==> src/rtl/common.vh <==
// Shared machine-width definitions for the fetch slice.
//   WORD      : address / PC width in bits
//   INST_SIZE : instruction width in bits
//   PC_INCR   : byte step between sequential instructions
`ifndef COMMON_VH
`define COMMON_VH
`define WORD      64
`define INST_SIZE 32
`define PC_INCR   4
`endif

==> src/rtl/inst_fetch_pkg.sv <==
// Types and helpers shared by the instruction fetch unit, its FIFO wrapper
// and the instruction memory interface. Widths come from common.vh.
package inst_fetch_pkg;
`include "common.vh"

  typedef logic [`WORD-1:0]      word_t;
  typedef logic [`INST_SIZE-1:0] inst_t;

  // One fetch buffer entry: the instruction together with the PC it came from.
  typedef struct packed {
    word_t pc;
    inst_t inst;
  } fetch_entry_t;

  localparam word_t PcIncr = word_t'(`PC_INCR);

  // Sequential successor of a PC; wraps modulo 2^WORD.
  function automatic word_t pc_advance(input word_t pc);
    return pc + PcIncr;
  endfunction

endpackage

==> src/rtl/inst_fetch_if.sv <==
// Instruction memory request/response bus.
//   imem_req    : request valid (fetch -> memory)
//   imem_addr   : request byte address
//   imem_ready  : request accepted when imem_req && imem_ready
//   imem_rvalid : in-order response valid, at least one cycle after accept
//   imem_rdata  : response instruction
// master = fetch unit side, slave = memory side.
interface inst_fetch_if import inst_fetch_pkg::*; ();
  logic  imem_req;
  word_t imem_addr;
  logic  imem_ready;
  logic  imem_rvalid;
  inst_t imem_rdata;

  modport master (
    output imem_req,
    output imem_addr,
    input  imem_ready,
    input  imem_rvalid,
    input  imem_rdata
  );

  modport slave (
    input  imem_req,
    input  imem_addr,
    output imem_ready,
    output imem_rvalid,
    output imem_rdata
  );
endinterface

==> src/rtl/fetch_fifo.sv <==
// Small circular FIFO used as the fetch buffer.
//   clk, rst  : clock, synchronous active-high reset
//   push      : write push_data at the tail
//   pop       : drop the head entry (ignored when empty)
//   flush     : empty the FIFO; wins over push and pop in the same cycle
//   head      : head entry, zero while empty
//   count     : current occupancy 0..DEPTH
module fetch_fifo #(
  parameter int unsigned WIDTH = 32,
  parameter int unsigned DEPTH = 2,
  localparam int unsigned AW = (DEPTH > 1) ? $clog2(DEPTH) : 1,
  localparam int unsigned CW = $clog2(DEPTH + 1)
) (
  input  logic             clk,
  input  logic             rst,
  input  logic             push,
  input  logic [WIDTH-1:0] push_data,
  input  logic             pop,
  input  logic             flush,
  output logic [WIDTH-1:0] head,
  output logic [CW-1:0]    count
);

  logic [WIDTH-1:0] mem_q [DEPTH];
  logic [AW-1:0]    wr_ptr_q, rd_ptr_q;
  logic [CW-1:0]    count_q;
  logic             do_push, do_pop;

  // Pointers wrap explicitly so non-power-of-two depths work.
  function automatic logic [AW-1:0] ptr_inc(input logic [AW-1:0] p);
    if (p == AW'(DEPTH - 1)) return '0;
    return p + AW'(1);
  endfunction

  always_comb begin
    do_pop  = pop && (count_q != '0);
    do_push = push && ((count_q != CW'(DEPTH)) || do_pop);
  end

  always_ff @(posedge clk) begin
    if (rst || flush) begin
      wr_ptr_q <= '0;
      rd_ptr_q <= '0;
      count_q  <= '0;
    end else begin
      if (do_push) wr_ptr_q <= ptr_inc(wr_ptr_q);
      if (do_pop)  rd_ptr_q <= ptr_inc(rd_ptr_q);
      count_q <= count_q + CW'(do_push) - CW'(do_pop);
    end
  end

  // Storage is not reset; head is masked while empty instead.
  always_ff @(posedge clk) begin
    if (do_push && !rst && !flush) mem_q[wr_ptr_q] <= push_data;
  end

  always_comb begin
    head  = (count_q != '0) ? mem_q[rd_ptr_q] : '0;
    count = count_q;
  end

endmodule

==> src/rtl/inst_fetch.sv <==
// Instruction fetch unit: issues sequential instruction requests, buffers
// in-order responses with their PCs and presents the head to decode.
//   clk, rst    : clock, synchronous active-high reset
//   imem        : instruction memory bus (master side)
//   br_taken    : redirect from execute; br_target is the new PC
//   if_valid    : head entry valid; if_inst / if_pc carry it
//   id_ready    : decode consumes the head when if_valid && id_ready
//   if_misalign : sticky misaligned-redirect flag (only with IF_MISALIGN_CHK_EN)
// Optional feature macro: IF_MISALIGN_CHK_EN.
module inst_fetch import inst_fetch_pkg::*; #(
  parameter word_t       RESET_PC = 64'h0,
  parameter int unsigned DEPTH    = 2
) (
  input  logic         clk,
  input  logic         rst,
  inst_fetch_if.master imem,
  input  logic         br_taken,
  input  word_t        br_target,
  output logic         if_valid,
  output inst_t        if_inst,
  output word_t        if_pc,
  input  logic         id_ready
`ifdef IF_MISALIGN_CHK_EN
  ,
  output logic         if_misalign
`endif
);

  localparam int unsigned CW = $clog2(DEPTH + 1);
  localparam logic [CW:0] DepthLim = (CW + 1)'(DEPTH);

  // pc_q is the next request address; rsp_pc_q is the PC of the next
  // response that will be kept (responses are in order, so it just counts).
  word_t         pc_q, pc_d;
  word_t         rsp_pc_q, rsp_pc_d;
  // live_q: outstanding requests whose responses will be kept.
  // disc_q: outstanding requests made stale by a redirect or reset.
  logic [CW-1:0] live_q, live_d;
  logic [CW-1:0] disc_q, disc_d;
  logic [CW-1:0] in_flight, in_flight_left;
  logic [CW-1:0] occ;
  logic [CW:0]   budget;
  logic          block_req;
  logic          req, accept, ret, keep, pop;
  fetch_entry_t  push_entry, head_entry;

`ifdef IF_MISALIGN_CHK_EN
  logic misalign_q;

  always_ff @(posedge clk) begin
    if (rst) begin
      misalign_q <= 1'b0;
    end else if (br_taken && (br_target[1:0] != 2'b00)) begin
      misalign_q <= 1'b1;
    end
  end

  assign block_req   = misalign_q;
  assign if_misalign = misalign_q;
`else
  assign block_req = 1'b0;
`endif

  always_comb begin
    in_flight      = live_q + disc_q;
    // Everything still in flight after this cycle's return; used when
    // a redirect or reset turns all of it stale.
    in_flight_left = in_flight - CW'(ret && (in_flight != '0));
    budget         = {1'b0, occ} + {1'b0, in_flight};
    req            = !rst && !br_taken && !block_req && (budget < DepthLim);
    accept         = req && imem.imem_ready;
    ret            = imem.imem_rvalid;
    keep           = ret && !rst && !br_taken && (disc_q == '0);
    pop            = if_valid && id_ready;
  end

  always_comb begin
    pc_d     = pc_q;
    rsp_pc_d = rsp_pc_q;
    live_d   = live_q;
    disc_d   = disc_q;
    if (accept) begin
      pc_d   = pc_advance(pc_q);
      live_d = live_q + CW'(1);
    end
    // Stale responses always come first, so they drain disc_q before live_q.
    if (ret) begin
      if (disc_q != '0) begin
        disc_d = disc_q - CW'(1);
      end else if (live_d != '0) begin
        live_d = live_d - CW'(1);
      end
    end
    if (keep) rsp_pc_d = pc_advance(rsp_pc_q);
    if (br_taken) begin
      pc_d     = br_target;
      rsp_pc_d = br_target;
      live_d   = '0;
      disc_d   = in_flight_left;
    end
  end

  always_ff @(posedge clk) begin
    if (rst) begin
      pc_q     <= RESET_PC;
      rsp_pc_q <= RESET_PC;
      live_q   <= '0;
      // Abandoned requests still answer; their responses must be dropped.
      disc_q   <= in_flight_left;
    end else begin
      pc_q     <= pc_d;
      rsp_pc_q <= rsp_pc_d;
      live_q   <= live_d;
      disc_q   <= disc_d;
    end
  end

  assign push_entry = '{pc: rsp_pc_q, inst: imem.imem_rdata};

  fetch_fifo #(
    .WIDTH($bits(fetch_entry_t)),
    .DEPTH(DEPTH)
  ) u_fifo (
    .clk      (clk),
    .rst      (rst),
    .push     (keep),
    .push_data(push_entry),
    .pop      (pop),
    .flush    (br_taken),
    .head     (head_entry),
    .count    (occ)
  );

  assign if_valid       = (occ != '0);
  assign if_inst        = head_entry.inst;
  assign if_pc          = head_entry.pc;
  assign imem.imem_req  = req;
  assign imem.imem_addr = pc_q;

endmodule

==> src/flat_wrapper.sv <==
// flat-port wrapper written by rule: the top's interface ports become plain ports
module inst_fetch_flat import inst_fetch_pkg::*;
#(
  parameter word_t       RESET_PC = 64'h0,
  parameter int unsigned DEPTH    = 2
)
  (clk, rst, br_taken, br_target, if_valid, if_inst, if_pc, id_ready, imem_imem_req, imem_imem_addr, imem_imem_ready, imem_imem_rvalid, imem_imem_rdata);
  inst_fetch_if imem_i ();
  input  logic clk;
  input  logic rst;
  input  logic br_taken;
  input  word_t br_target;
  output logic if_valid;
  output inst_t if_inst;
  output word_t if_pc;
  input  logic id_ready;
  output wire logic [$bits(imem_i.imem_req)-1:0] imem_imem_req;
  output wire logic [$bits(imem_i.imem_addr)-1:0] imem_imem_addr;
  input wire logic [$bits(imem_i.imem_ready)-1:0] imem_imem_ready;
  input wire logic [$bits(imem_i.imem_rvalid)-1:0] imem_imem_rvalid;
  input wire logic [$bits(imem_i.imem_rdata)-1:0] imem_imem_rdata;
  assign imem_imem_req = imem_i.imem_req;
  assign imem_imem_addr = imem_i.imem_addr;
  assign imem_i.imem_ready = imem_imem_ready;
  assign imem_i.imem_rvalid = imem_imem_rvalid;
  assign imem_i.imem_rdata = imem_imem_rdata;
  inst_fetch #(.RESET_PC(RESET_PC), .DEPTH(DEPTH)) u_core (.clk(clk), .rst(rst), .imem(imem_i), .br_taken(br_taken), .br_target(br_target), .if_valid(if_valid), .if_inst(if_inst), .if_pc(if_pc), .id_ready(id_ready));
endmodule
==> config.mk <==
export PLATFORM = sky130hd
export DESIGN_NAME = inst_fetch_flat
export DESIGN_NICKNAME = d
export VERILOG_FILES = /design/src/rtl/inst_fetch_pkg.sv /design/src/rtl/inst_fetch_if.sv /design/src/rtl/fetch_fifo.sv /design/src/rtl/inst_fetch.sv /design/src/flat_wrapper.sv
export VERILOG_INCLUDE_DIRS = /design/src /design/src/rtl
export SDC_FILE = /design/constraint.sdc
export NUM_CORES = 1
export LEC_CHECK = 0
export BUFFER_PORTS_ARGS = -buffer_cell sky130_fd_sc_hd__buf_2
export CORE_ASPECT_RATIO = 1.25
export CORE_MARGIN = 3
export CORE_UTILIZATION = 30
export CTS_CLUSTER_SIZE = 14
export DETAILED_ROUTE_END_ITERATION = 8
export PLACE_DENSITY = 0.47
export SYNTH_ARGS = -nofsm -noshare
export SYNTH_HDL_FRONTEND = slang
export SYNTH_SLANG_ARGS = --single-unit
==> constraint.sdc <==
create_clock -name clk -period 14.86 [get_ports clk]
set_clock_uncertainty 0.05 [all_clocks]
set_input_delay 1.486 -clock clk [delete_from_list [all_inputs] [get_ports clk]]
set_output_delay 1.486 -clock clk [all_outputs]
set_load 0.02 [all_outputs]
## Word-level counts from Yosys, hierarchy flattened

Memory sizes are Yosys's and may differ from the RTL's. A register that Yosys moved wholly into a read port is not among the register bits.
Cells that the tools add are included.

| word-level totals | value |
|---|---|
| flip-flop bits (word level) | 136 |
| memory bits (writable) | 192 |
| input port bits | 102 |
| output and inout bits | 162 |
| memories | 1 |

Memories:

| name | depth | bits a word | rd ports | clocked after memory_dff | write ports | line | text |
|---|---|---|---|---|---|---|---|
| u_core.u_fifo.mem_q | 2 | 96 | 1 | 1 | 1 | fetch_fifo.sv:24 | `logic [WIDTH-1:0] mem_q [DEPTH];` |

| cells by class | value |
|---|---|
| add/subtract/negate cells | 12 |
| order comparisons | 1 |
| equality and inequality tests | 1 |
| muxes and demuxes | 27 |
| reduce and logical (&&, ||, !) cells | 27 |

Operator list:

| cell | number |
|---|---|
| $mux W64 | 4 |
| $add A64 B3 Y64 const B | 2 |
| $mux W96 | 1 |
| $mux W2 | 8 |
| $mux W1 | 14 |
| $logic_and A1 B1 Y1 | 12 |
| $reduce_bool A2 Y1 | 6 |
| $reduce_bool A3 Y1 | 2 |
| $sub A2 B1 Y2 | 2 |
| $sub A2 B1 Y2 const B | 2 |
| $add A2 B2 Y3 | 1 |
| $lt A3 B2 Y1 const B | 1 |
| $add A1 B1 Y1 const B | 2 |
| $add A2 B1 Y2 | 1 |
| $add A2 B1 Y2 const B | 1 |
| $add A2 B2 Y2 | 1 |
| $logic_not A1 Y1 | 2 |
| $logic_not A2 Y1 | 1 |
| $logic_or A1 B1 Y1 | 2 |
| $ne A2 B2 Y1 const B | 1 |
| $reduce_and A2 Y1 | 1 |
| $reduce_or A2 Y1 | 1 |

## Depth between registers and ports, before layout

| logic depth | value |
|---|---|
| word-level depth | 10 |
| mapped depth | 12 |

## Hierarchy

Synthesis repeated with hierarchy kept, for this count alone.

| second synthesis, totals | value |
|---|---|
| cells, all modules | 1461 |
| area, all modules | 15781.4 um2 |

Modules (own cells, without submodules):

| module | instances | cells each | area each (um2) |
|---|---|---|---|
| inst_fetch | 1 | 1030 | 8247.9 |
| fetch_fifo | 1 | 431 | 7533.5 |

## Worst setup path after synthesis

No wires, ideal clock.

| path | value |
|---|---|
| path type | input-to-reg |
| from | in rst |
| to | mem u_core.u_fifo.mem_q[0][0] (netlist name) (enable) |
| library setup time | 0.551 ns |
| arrival | 6.131 ns |
| required time | 14.259 ns |
| setup slack | 8.127 ns |
| stages | 5 |
| cells stage by stage | nand4bb_1 > clkbuf_1 > a21oi_1 > inv_1 > nor2_1 |

| on the way | value |
|---|---|
| word-level cells in the longest chain between the ends | 9 |

Ends and longest elaborated chain:

| element | line | text |
|---|---|---|
| start, declared | flat_wrapper.sv:10 | `input logic rst;` |
| $logic_not A1 Y1 * | fetch_fifo.sv:54, inst_fetch.sv:73 |  |
| $logic_and A1 B1 Y1 (3 in a row) | inst_fetch.sv:73 | `keep = ret && !rst && !br_taken && (disc_q == '0);` |
| $logic_and A1 B1 Y1 | fetch_fifo.sv:37 | `do_push = push && ((count_q != CW'(DEPTH)) \|\| do_pop);` |
| $logic_and A1 B1 Y1 * (2 in a row) | fetch_fifo.sv:54 | `if (do_push && !rst && !flush) mem_q[wr_ptr_q] <= push_data;` |
| $mux W1 * | fetch_fifo.sv:54 |  |
| $mux W1 (not written as such) * | fetch_fifo.sv:54 |  |
| end, declared | fetch_fifo.sv:24 |  |

Every way passes the cells marked *; elsewhere a longest branch is shown, timed or not.

## Worst setup path in the final report

| path | value |
|---|---|
| from | in rst |
| to | mem u_core.u_fifo.mem_q[0][59] (netlist name) (enable) |

The elaborated chain is that of the path after synthesis.

==> key figures <==
Critical path
  – Slack of the worst reg-to-reg path: 10.97 ns
  – CP endpoint kind: flop
  – Slowest-stage cell, CP: buf_4
  – Critical Path Stages: 6
  – Delay-heaviest family, CP: simple AND/OR/NAND/NOR gates
  – R2R cell count: 7
  – Worst Path Required: 14.96 ns
  – Worst flop-to-flop path endpoint: u_core.u_fifo.mem_q[0][58]$_DFFE_PP_
  – Worst Path Arrival: 4.74 ns
  – CP max stage delay: 0.81 ns
  – Worst r2r src: u_core.disc_q[0]$_DFFE_PP_
  – Crit-path max FO: 65
  – Startpoint types: input port
  – Type of the worst setup path: in2reg
  – Most used cell, CP: buf_4
  – Cell Chain, Critical Path: buf_4 > nand4bb_1 > a21oi_1 > inv_1 > nor2_4 > buf_4
  – CP Launch Point: rst
  – CP Buf/Inv Count: 3

Global routing
  – Grt total ovfl: 0
  – Largest net degree at the start of global routing: 93
  – Initial antenna violation count: 1
  – Vias in the first global route: 12,300
  – GRT Total Usage: 0.182
  – First-pass GRT wire length: 76,200 µm

Clock network
  – Hold Buf Count CTS: 0
  – Post-CTS Setup Bufs: 0
  – Longest Clk Path Bufs: 3
  – CTS Buf Count: 38
  – Post-cts gate resize count: 0
  – Root buf cell: clkbuf_16
  – H-Tree Depth: 2
  – Clk_lat worst skew: 0.53 ns
  – TritonCTS clock tree: built
  – CTS Sinks: 329
  – CTS clk-pin slew, worst paths: 0.06 ns

Min path
  – Hold endpoint: u_core.u_fifo.mem_q[1][33]$_DFFE_PP_
  – Hold Crit Class: reg2reg
  – Hold Path Depth: 0
  – Hold_sp: u_core.rsp_pc_q[1]$_SDFFE_PP0P_

Synth
  – Ys Warns: 0
  – Syn Area/Cell: 10.6 µm²
  – Asr flop ratio synth: 0
  – #FFs+latches synth: 329
  – Yosys cell types: 67
  – EDFF count, synth: 194
  – Synthesized instance count: 1,442
  – Post-synthesis net count: 1,552
  – Post-Syn Area: around 15,000 µm²
  – Yosys top cell area share: 0.382
  – Sequential-to-total area share from yosys stat: 0.559
  – Main synth FF type: edfxtp_1
  – Ranking of synthesized cells by area: edfxtp_1 (38%), dfxtp_1 (18%), mux2i_1 (6.5%), nor2_1 (4.0%), nand2_1 (2.8%)
  – Synth area leader: edfxtp_1

Final layout
  – NumNets Final: between 1,500 and 2,000
  – Share of cells above drive strength 1: 0.212
  – Area grow syn2layout: 21.5%
  – Number of diodes: 0
  – Fill cell count: 5,071

STA
  – Fmax: 0.215 GHz
  – Min Tclk post-route: roughly 4.6 ns
  – Max-slew headroom: 0.275
  – Setup violators final: 0
  – Final hold violations: 0
  – RSZ-0062 raised after global routing: no
  – Slew Limit Fails: 0
  – Worst-Margin Slew: 1.07 ns
  – Period utilization: 0.313
  – Setup tns final: 0 ns
  – Hold_ws: a little over 0.4 ns

Power
  – Peak VDD IR: approximately 0.054 mV
  – P_leak: 6.56 nW
  – Power per cell area: approximately 120 nW/µm²

Drt
  – DR vias: 12,500
  – 1st-pass router iterations: 7
  – # DRC: 0
  – DRT antenna net count: 0
  – Routed vias/inst: 5.25
  – DR WL met2: ~25,000 µm
  – DRT iter0 DRCs: 811
  – WL met3: 2400 µm
  – Detail-routed net length per standard cell: 21.3 µm
  – Final wirelength: between 50,000 and 60,000 µm
  – DR top layer: met4
  – Wire length on met1: 21,700 µm

Floorplan
  – Initial Utilization: 0.306
  – Number of I/O pins: about 260
  – Chip width: 208 µm
  – Std cell rows: 91
  – Core box area: about 50,000 µm²
  – Chip height: 258 µm
  – Die area: 53,600 µm²

Placed design
  – Final Wtd Congestion: 0.847
  – Dpl hpwl: roughly 36,000 µm
  – # port buffers: approximately 260

Flow run
  – Max cap viols: 0

Outcome
  – Status: completed
state kept, by name, summed over array words and instances (netlist names), named ones only:
register / flops
u_core.disc_q: 2
u_core.imem.imem_addr: 64
u_core.live_q: 2
u_core.rsp_pc_q: 64
u_core.u_fifo.count: 2
u_core.u_fifo.mem_q: 192
u_core.u_fifo.rd_ptr_q: 1
u_core.u_fifo.wr_ptr_q: 1
Yosys cell counts, types with 17 or more instances:
| library cell | count |
|---|---|
| a21boi_0 | 19 |
| a21oi_1 | 60 |
| a31oi_1 | 31 |
| and3_1 | 18 |
| buf_1 | 17 |
| clkbuf_1 | 52 |
| dfxtp_1 | 135 |
| edfxtp_1 | 194 |
| inv_1 | 46 |
| mux2i_1 | 99 |
| nand2_1 | 112 |
| nand3_1 | 66 |
| nand4_1 | 64 |
| nor2_1 | 164 |
| nor3_1 | 33 |
| nor4_1 | 23 |
| o211ai_1 | 24 |
| o21ai_0 | 25 |
| or3_1 | 20 |
| or4_1 | 20 |
| xnor2_1 | 22 |
| xor2_1 | 23 |
routing by layer:
metal  vias to the layer above  GRT usage
met5                         -          0
met4                         0     0.0504
met3                        67     0.0279
met2                       347      0.319
met1                      6101      0.233
li1                       5943          -
worst max path at each step:
stage,slack (ns),endpoint
6_report,10.21,u_core.u_fifo.mem_q[0][59]$_DFFE_PP_
5_1_grt,9.84,u_core.u_fifo.mem_q[0][57]$_DFFE_PP_
4_1_cts,10.13,u_core.u_fifo.mem_q[0][61]$_DFFE_PP_
3_5_place_dp,9.57,u_core.u_fifo.mem_q[0][57]$_DFFE_PP_
3_3_place_gp,9.68,u_core.u_fifo.mem_q[0][57]$_DFFE_PP_
2_1_floorplan,8.13,u_core.u_fifo.mem_q[0][0]$_DFFE_PP_
cell usage in the layout (no fill, tap or decap), drive strengths merged, types with 19 or more instances in the layout:
cell / instances
or4: 21
clkbuf: 57
nor4: 27
a21oi: 60
nand2: 113
or3: 22
o21ai: 25
a21boi: 19
edfxtp: 194
nor2: 164
buf: 284
dfxtp: 135
and3: 19
nand4: 65
nand3: 66
mux2i: 99
xnor2: 22
o211ai: 24
inv: 47
nor3: 34
xor2: 23
a31oi: 31
power breakdown:
group	leakage (nW)	switching, mW	internal, mW
registers	2.91	0.0509	1.01
logic	3.03	0.157	0.0800
clock network	0.619	0.371	0.575
cell type report:
| type | count | area, µm² | area share |
|---|---|---|---|
| Timing Repair Buffer | 284 | 1480 | 0.0798 |
| Clock buffer | 57 | 1120 | 0.0607 |
| Inverter | 47 | 178 | 0.00958 |
| Tap cell | 651 | 815 | 0.0439 |
| Multi-Input combinational cell | 991 | 6270 | 0.338 |
| Sequential cell | 329 | 8530 | 0.460 |
| Clock inverter | 12 | 139 | 0.00749 |
logic make-up (layout without fill, tap and decap cells):
group	after synthesis	after routing	synth area share
AND/OR/NAND/NOR	578	578	0.194
adder cells (fa/ha/maj)	8	8	0.00705
AO/OA/AOI/OAI	255	255	0.114
buffers and inverters	122	400	0.0310
XOR/XNOR	45	45	0.0258
flip-flops	329	329	0.559
multiplexers	105	105	0.0694
through the flow:
step | setup slack [ns] | cell area, µm² | power (mW) | utilization | std cells
2_1_floorplan | 8.13 | 15300 | 1.21 | - | 1442
3_3_place_gp | 9.68 | 17300 | 1.31 | 0.346 | 2302
3_5_place_dp | 9.57 | 17300 | 1.32 | 0.346 | 2302
4_1_cts | 10.13 | 18500 | 2.28 | 0.372 | 2371
5_1_grt | 9.84 | 18500 | 2.34 | 0.372 | 2371
6_report | 10.21 | 18500 | 2.25 | 0.372 | 2371
No activity file was read; power rests on OpenSTA's default activity.
